===== src/rtl/spi_slot_drainer.sv =====
// SPI-side drain engine: picks full write slots 16..31 round-robin, shifts out
// {slot, byte} as a mode-0 frame, stores the MISO byte and retires the slot.
module spi_slot_drainer #(
  parameter int unsigned CLK_DIV = 4
) (
  input  logic        clk,
  input  logic        reset,
  input  logic [15:0] full_vec,
  output logic [7:0]  bufRdAddr,
  input  logic [7:0]  bufRdData,
  output logic        wrStatUpEn,
  output logic [7:0]  wrStatUpAddr,
  output logic        rspWrEn,
  output logic [7:0]  rspWrAddr,
  output logic [7:0]  rspWrData,
  output logic        rdStatUpEn,
  output logic [7:0]  rdStatUpAddr,
  output logic        rdStatUp,
  output logic        cs_n,
  output logic        sclk,
  output logic        mosi,
  input  logic        miso
);

  localparam int unsigned DIV_W = 8;
  localparam int unsigned BIT_W = 4;
  localparam int unsigned IDX_W = 4;
  localparam logic [DIV_W-1:0] DIV_LAST = DIV_W'(CLK_DIV - 1);

  localparam logic [2:0] ST_IDLE  = 3'd0;
  localparam logic [2:0] ST_FETCH = 3'd1;
  localparam logic [2:0] ST_LOAD  = 3'd2;
  localparam logic [2:0] ST_SHIFT = 3'd3;
  localparam logic [2:0] ST_DONE  = 3'd4;
  localparam logic [2:0] ST_GAP   = 3'd5;

  logic [2:0]       state_q, state_d;
  logic [DIV_W-1:0] div_q, div_d;
  logic [BIT_W-1:0] fall_q, fall_d;
  logic             sclk_q, sclk_d;
  logic             cs_n_q, cs_n_d;
  logic             mosi_q, mosi_d;
  logic [15:0]      shift_q, shift_d;
  logic [7:0]       rx_q, rx_d;
  logic [IDX_W-1:0] idx_q, idx_d;
  logic [IDX_W-1:0] rr_q, rr_d;
  logic [7:0]       rd_addr_q, rd_addr_d;
  logic             upd_q, upd_d;
  logic [7:0]       upd_addr_q, upd_addr_d;
  logic [7:0]       rsp_data_q, rsp_data_d;

  logic [IDX_W-1:0] pick_idx_c;
  logic             pick_ok_c;
  logic [IDX_W-1:0] cand_c;
  logic [7:0]       slot_c;

  assign slot_c = {4'h1, idx_q};

  // Round-robin search: first full slot at or after rr, wrapping 15 -> 0.
  always_comb begin
    pick_idx_c = '0;
    pick_ok_c  = 1'b0;
    cand_c     = '0;
    for (int k = 0; k < 16; k++) begin
      cand_c = rr_q + IDX_W'(k);
      if (!pick_ok_c && full_vec[cand_c]) begin
        pick_ok_c  = 1'b1;
        pick_idx_c = cand_c;
      end
    end
  end

  always_comb begin
    state_d    = state_q;
    div_d      = div_q;
    fall_d     = fall_q;
    sclk_d     = sclk_q;
    cs_n_d     = cs_n_q;
    mosi_d     = mosi_q;
    shift_d    = shift_q;
    rx_d       = rx_q;
    idx_d      = idx_q;
    rr_d       = rr_q;
    rd_addr_d  = rd_addr_q;
    upd_d      = 1'b0;
    upd_addr_d = upd_addr_q;
    rsp_data_d = rsp_data_q;

    case (state_q)
      ST_IDLE: begin
        if (pick_ok_c) begin
          idx_d     = pick_idx_c;
          rd_addr_d = {4'h1, pick_idx_c};
          state_d   = ST_FETCH;
        end
      end

      ST_FETCH: state_d = ST_LOAD;

      ST_LOAD: begin
        shift_d = {slot_c, bufRdData};
        cs_n_d  = 1'b0;
        mosi_d  = slot_c[7];
        sclk_d  = 1'b0;
        div_d   = '0;
        fall_d  = '0;
        state_d = ST_SHIFT;
      end

      ST_SHIFT: begin
        if (div_q == DIV_LAST) begin
          div_d  = '0;
          sclk_d = ~sclk_q;
          if (!sclk_q) begin
            rx_d = {rx_q[6:0], miso};
          end else begin
            shift_d = {shift_q[14:0], 1'b0};
            mosi_d  = shift_q[14];
            fall_d  = fall_q + BIT_W'(1);
            // Strobes and their payload go out together in the DONE cycle.
            if (fall_q == BIT_W'(15)) begin
              upd_d      = 1'b1;
              upd_addr_d = slot_c;
              rsp_data_d = rx_q;
              state_d    = ST_DONE;
            end
          end
        end else begin
          div_d = div_q + DIV_W'(1);
        end
      end

      ST_DONE: begin
        cs_n_d  = 1'b1;
        rr_d    = idx_q + IDX_W'(1);
        div_d   = '0;
        state_d = ST_GAP;
      end

      ST_GAP: begin
        // Lets the cleared write status settle before the next scan.
        if (div_q == DIV_LAST) begin
          div_d   = '0;
          state_d = ST_IDLE;
        end else begin
          div_d = div_q + DIV_W'(1);
        end
      end

      default: state_d = ST_IDLE;
    endcase
  end

  always_ff @(posedge clk) begin
    if (reset) begin
      state_q    <= ST_IDLE;
      div_q      <= '0;
      fall_q     <= '0;
      sclk_q     <= 1'b0;
      cs_n_q     <= 1'b1;
      mosi_q     <= 1'b0;
      shift_q    <= '0;
      rx_q       <= '0;
      idx_q      <= '0;
      rr_q       <= '0;
      rd_addr_q  <= '0;
      upd_q      <= 1'b0;
      upd_addr_q <= '0;
      rsp_data_q <= '0;
    end else begin
      state_q    <= state_d;
      div_q      <= div_d;
      fall_q     <= fall_d;
      sclk_q     <= sclk_d;
      cs_n_q     <= cs_n_d;
      mosi_q     <= mosi_d;
      shift_q    <= shift_d;
      rx_q       <= rx_d;
      idx_q      <= idx_d;
      rr_q       <= rr_d;
      rd_addr_q  <= rd_addr_d;
      upd_q      <= upd_d;
      upd_addr_q <= upd_addr_d;
      rsp_data_q <= rsp_data_d;
    end
  end

  assign bufRdAddr    = rd_addr_q;
  assign wrStatUpEn   = upd_q;
  assign rspWrEn      = upd_q;
  assign rdStatUpEn   = upd_q;
  assign rdStatUp     = upd_q;
  assign wrStatUpAddr = upd_addr_q;
  assign rspWrAddr    = upd_addr_q;
  assign rdStatUpAddr = upd_addr_q;
  assign rspWrData    = rsp_data_q;
  assign cs_n         = cs_n_q;
  assign sclk         = sclk_q;
  assign mosi         = mosi_q;

endmodule


===== config.mk =====
export PLATFORM = sky130hd
export DESIGN_NAME = spi_slot_drainer
export DESIGN_NICKNAME = d
export VERILOG_FILES = /design/src/rtl/spi_slot_drainer.sv
export SDC_FILE = /design/constraint.sdc
export NUM_CORES = 1
export LEC_CHECK = 0
export ABC_AREA = 1
export CAP_MARGIN = 20
export CELL_PAD_IN_SITES_DETAIL_PLACEMENT = 0
export CELL_PAD_IN_SITES_GLOBAL_PLACEMENT = 2
export CORE_MARGIN = 4
export CORE_UTILIZATION = 31
export DETAILED_ROUTE_END_ITERATION = 10
export GPL_ROUTABILITY_DRIVEN = 0
export GPL_TIMING_DRIVEN = 1
export HOLD_SLACK_MARGIN = 0.08
export PLACE_DENSITY = 0.85
export RECOVER_POWER = 50
export SYNTH_ARGS = -nofsm -noshare
export SYNTH_HDL_FRONTEND = slang
export SYNTH_SLANG_ARGS = --single-unit

===== constraint.sdc =====
create_clock -name clk -period 5.9 [get_ports clk]
set_clock_uncertainty 0.05 [all_clocks]
set_input_delay 0.59 -clock clk [delete_from_list [all_inputs] [get_ports clk]]
set_output_delay 0.59 -clock clk [all_outputs]
set_load 0.05 [all_outputs]

Word-level counts from Yosys, hierarchy flattened

Index checks and enable logic that the tools add are counted.

Register bits: 68
Input bits: 27
Output and inout bits: 47
Logic and storage cells: 191

Add/subtract/negate cells: 18
Magnitude comparators: 16
Equal/unequal tests: 12
Multiplexer cells: 85
Bitwise logic cells: 3
Reduce and logical (&&, ||, !) cells: 43

Operators with widths:

| kind                                                | count |
|---|---|
| < comparator 4 x 5 -> 1 bit (second input constant) | 16 |
| 2-to-1 mux 4 bit                                    | 18 |
| binary-select mux 1 bit (select 4 bit)              | 16 |
| 2-to-1 mux 1 bit                                    | 36 |
| adder 4 bit (second input constant)                 | 8 |
| 2-to-1 mux 15 bit                                   | 2 |
| case mux 15 bit (2 select lines)                    | 1 |
| case mux 3 bit (6 select lines)                     | 1 |
| adder 4 x 3 -> 4 bit (second input constant)        | 4 |
| case mux 8 bit (2 select lines)                     | 1 |
| logical AND 1 bit                                   | 15 |
| zero test 1 bit                                     | 15 |
| 2-to-1 mux 3 bit                                    | 5 |
| adder 4 x 1 -> 4 bit (second input constant)        | 3 |
| inequality test 2 bit (second input constant)       | 5 |
| adder 4 x 2 -> 4 bit (second input constant)        | 2 |
| adder 8 x 1 -> 8 bit (second input constant)        | 1 |
| == test 8 x 2 -> 1 bit (second input constant)      | 1 |
| 2-to-1 mux 8 bit                                    | 1 |
| case mux 4 bit (2 select lines)                     | 1 |
| == test 3 x 2 -> 1 bit (second input constant)      | 2 |
| == test 3 bit (second input constant)               | 2 |
| case mux 1 bit (2 select lines)                     | 3 |
| AND reduction 3 bit                                 | 2 |
| 10 further kinds                                    | 16 |

Logic depth before layout (Yosys ltp)

Depth in word-level cells: 50
Depth in mapped cells: 23
Gate-level depth less buffers: 22

Worst setup path after synthesis

No wires, ideal clock.

Path type: register to register
Start: reg rr_q[1]
End: reg idx_q[0]
Arrival time: 2961 ps
Data required time: 5728 ps
Path slack: 2768 ps
Stages on the path, launching flop included: 20
Path buffers: 2
Path through: dfxtp_1 inv_1 buf_2 ha_1 clkbuf_1 nand3_1 nand3_1 nand3_1 nand2_2 nand4_1 nor2_2 nand4_2 nor2_4 nand4_4 nor2_4 nand4_1 nand2_1 inv_2 o21ai_1 a21oi_1

Cells in the longest elaborated chain, start to end: 49
Elaborated cells on any way between the ends: 110

Ends and longest elaborated chain:

| item                                                          | line | RTL |
|---|---|---|
| from (decl)                                                   | 46   | `logic [IDX_W-1:0] rr_q, rr_d;` |
| from (signal assigned)                                        | 180  | `rr_q <= rr_d;` |
| branches (longest 49 deep; another with adder 4 x 1 -> 4 bit) | --   |  |
| to (signal assigned)                                          | 179  | `idx_q <= idx_d;` |
| to (decl)                                                     | 45   | `logic [IDX_W-1:0] idx_q, idx_d;` |

Several ways; the timed one is not identified. The select of a mux whose other input is x is not followed.
A chain may end at the register's enable or synchronous reset.

Worst setup path in the final report

Start: reg rr_q[0]
End: reg state_q[1]

Cells in the longest elaborated chain, start to end: 50
Elaborated cells on any way between the ends: 95

Ends and longest elaborated chain:

| item                                                          | line | RTL |
|---|---|---|
| branches (longest 47 deep; another with adder 4 x 1 -> 4 bit) | --   |  |
| 2-to-1 mux 1 bit *                                            | 66   | `if (!pick_ok_c && full_vec[cand_c]) begin` |
| inequality test 2 bit (no source line) *                      | --   |  |
| AND reduction 5 bit (no source line) *                        | --   |  |
| to (signal assigned)                                          | 171  | `state_q <= state_d;` |
| to (decl)                                                     | 37   | `logic [2:0] state_q, state_d;` |

Every way passes the cells marked *. The select of a mux whose other input is x is not followed.

==> results_dict.tcl <==
set metrics [dict create \
    hold_start "rspWrData[6]" \
    h-tree-depth 3 \
    io_pins 74 \
    fillers 1514 \
    endpoint_kind "flip-flop" \
    cts_hold_buf 0 \
    nets 792 \
    worstMarginPinSlew_ps 998 \
    p_leak_nw 2.41 \
    clock_path_buffers 2 \
    drtIter0Drc 365 \
    port_buffers 61 \
    final_cell_mix "153 x nand2_1, 104 x nand3_1, 76 x inv_1, 72 x nor2_1, 64 x dfxtp_1" \
    cp.arrival_ps 4600 \
    die_area_mm2 0.0165 \
    cts_tree "built" \
    start_kind "flip-flop" \
    syn_area_per_cell_um2 6.28 \
    async_flop_share 0 \
    ys_ff_latch 64 \
    cp.required_ps 6070 \
    holdPathEnd "rspWrData[6]" \
    synth-edff-count 0 \
    syn-cell-area_mm2 0.00450 \
    first_pass_iters 6 \
    fin_crit_sh 0.750 \
    grt_max_degree 38 \
    layout.cells.most_common "nand2_1" \
    yosysWarnings 0 \
    grt_pass1_vias 4479 \
    setup_tns_ps 0 \
    die_x_um 129 \
    numCtsBuffers 9 \
    netlist-cell-type-count 40 \
    clk_latency_ps 330 \
    rsz0062_at_grt "no" \
    timing.hold.ws_ps 393 \
    reg2reg_depth 18 \
    cts_root_buf "clkbuf_16" \
    post_cts_buffers 0 \
    setup_viol 0 \
    worst-path-max-fanout 24 \
    regArea_mm2 0.00128 \
    synthFlopType "dfxtp_1" \
    fmax_mhz 226 \
    clk_pin_slew_ps 50 \
    regToRegEndpoint "state_q[1]" \
    worst-setup-path-type "reg2reg" \
    area_delta_synth_final_pct 19.9 \
    finalHoldViolations 0 \
    wl_met2_um 5940 \
    peakVddDrop_mv 0.175 \
    coreArea_mm2 0.0140 \
    vias 4767 \
    wl_per_cell_um 14.2 \
    slew_viol_final 0 \
    holdPathStages 2 \
    drive_gt1_frac 0.0474 \
    period_needed_ps 4420 \
    finalWirelength_um 13400 \
    yosysSeqAreaShare 0.284 \
    vias_per_cell 5.07 \
    routed.top_layer "met4" \
    reg2reg_slack_ps 1480 \
    num_rows 43 \
    synth_area_leader_cell "dfxtp_1" \
    status "complete, no violations" \
    cts.repair.resized 0 \
    yosysTopAreaCellShare 0.284 \
    timing.rr.start "rr_q[0]" \
    hpwl_um 10200 \
    slew_headroom 0.334 \
    power_density_mw_per_mm2 345 \
    post-route-drc-count 0 \
    die_h_um 129 \
    ys_top_cells_by_area "dfxtp_1 28%, nand2_1 13%, nand3_1 12%" \
    grt_overflow 0 \
    wl_met3_um 822 \
    antenna_found_initial 0 \
    antenna_cells 0 \
    grt_usage 0.163 \
    drt.antenna.violating_nets 0 \
    multi_input_area_mm2 0.00267 \
    grt_first_pass_wirelength_um 22000 \
    hold_class "reg2reg" \
    synth_cells 717 \
    wl_met1_um 6400 \
    drv_cap 0 \
    start_util 0.321 \
    clock_sinks 64 \
]
## critical path, stage by stage, from the launching register on
cell and delay (ps):
dfxtp_1 850, inv_2 350, ha_1 560, inv_1 380, nand3_1 170, nand3_1 140
nand3_1 110, nand2_2 130, nand4_1 160, nor2_2 170, nand4_2 140, nor2_4 190
nand4_4 130, nor3_2 200, nand4_1 250, nand2_1 120, nor2_1 40, o21ai_1 120
inv_2 30
## registers in the layout, summed over array words and instances (netlist names)
name          flops
bufRdAddr         2
cs_n              1
div_q             8
fall_q            4
idx_q             3
mosi              1
rdStatUp          1
rdStatUpAddr      5
rr_q              4
rspWrData         8
rx_q              8
sclk              1
shift_q          15
state_q           3
## layer usage
metal	vias to the layer above	GRT usage
met4	0	0.0439
met2	143	0.256
met3	19	0.0465
met5	-	0
li1	2430	-
met1	2175	0.219
## report_power, final
part | switching (mW) | total [mW] | internal, mW
sequential | 0.0573 | 0.545 | 0.487
combinational | 0.570 | 0.789 | 0.219
clock | 0.182 | 0.530 | 0.348
total | 0.809 | 1.86 | 1.05
## cell type report
type | instances | area share
well taps | 180 | 0.0417
flip-flops and latches | 64 | 0.237
repair buffers | 63 | 0.114
inverters | 82 | 0.0570
clock buffers | 13 | 0.0482
multi-input cells | 535 | 0.494
clock inverters | 3 | 0.00741
## Yosys cell counts, types with 2 or more instances
master    number
nor2_1        72
nor3_1        17
buf_2          6
clkbuf_1      14
nand2_1      153
nand4_2        3
inv_2          5
nand2_2        3
nand3b_1       3
o21ai_1        9
a31oi_1       13
nor3_2         3
buf_4         26
o22ai_1        2
xnor2_1        4
nand4_1       18
xor2_1         5
a21oi_1       39
nor2_4         3
inv_1         76
nand3_1      104
ha_1          10
nor3b_1        3
o211ai_1       2
dfxtp_1       64
o21ai_0       46
## worst max path at each step
stage	startpoint	to	slack (ps)	depth (start not counted)
6_report	rr_q[0]	state_q[1]	1480	18
5_1_grt	rr_q[1]	idx_q[0]	1010	18
4_1_cts	rr_q[0]	state_q[1]	1590	18
2_1_floorplan	rr_q[1]	idx_q[0]	2770	19
3_3_place_gp	rr_q[0]	state_q[1]	1600	18
3_5_place_dp	rr_q[0]	state_q[1]	1590	18
## cells by family (layout without fill, tap and decap cells)
family / after synthesis / in the layout / synth area share
AO/OA/AOI/OAI: 116 / 116 / 0.137
XOR/XNOR: 10 / 10 / 0.0211
adder cells (fa/ha/maj): 10 / 10 / 0.0278
buffers and inverters: 129 / 161 / 0.132
flip-flops: 64 / 64 / 0.284
other: 1 / 12 / 0.000833
AND/OR/NAND/NOR: 387 / 387 / 0.396
## metrics by stage
stage	power (mW)	cells	setup slack [ps]	util	cell area, µm²
floorplan	1.13	728	2770	-	4550
global placement	1.34	924	1600	0.364	5110
detailed placement	1.34	924	1590	0.364	5110
CTS	1.88	940	1590	0.385	5410
global route	2.01	940	1010	0.385	5400
finish	1.86	940	1480	0.385	5400
Power figures use the tool's default switching activity.
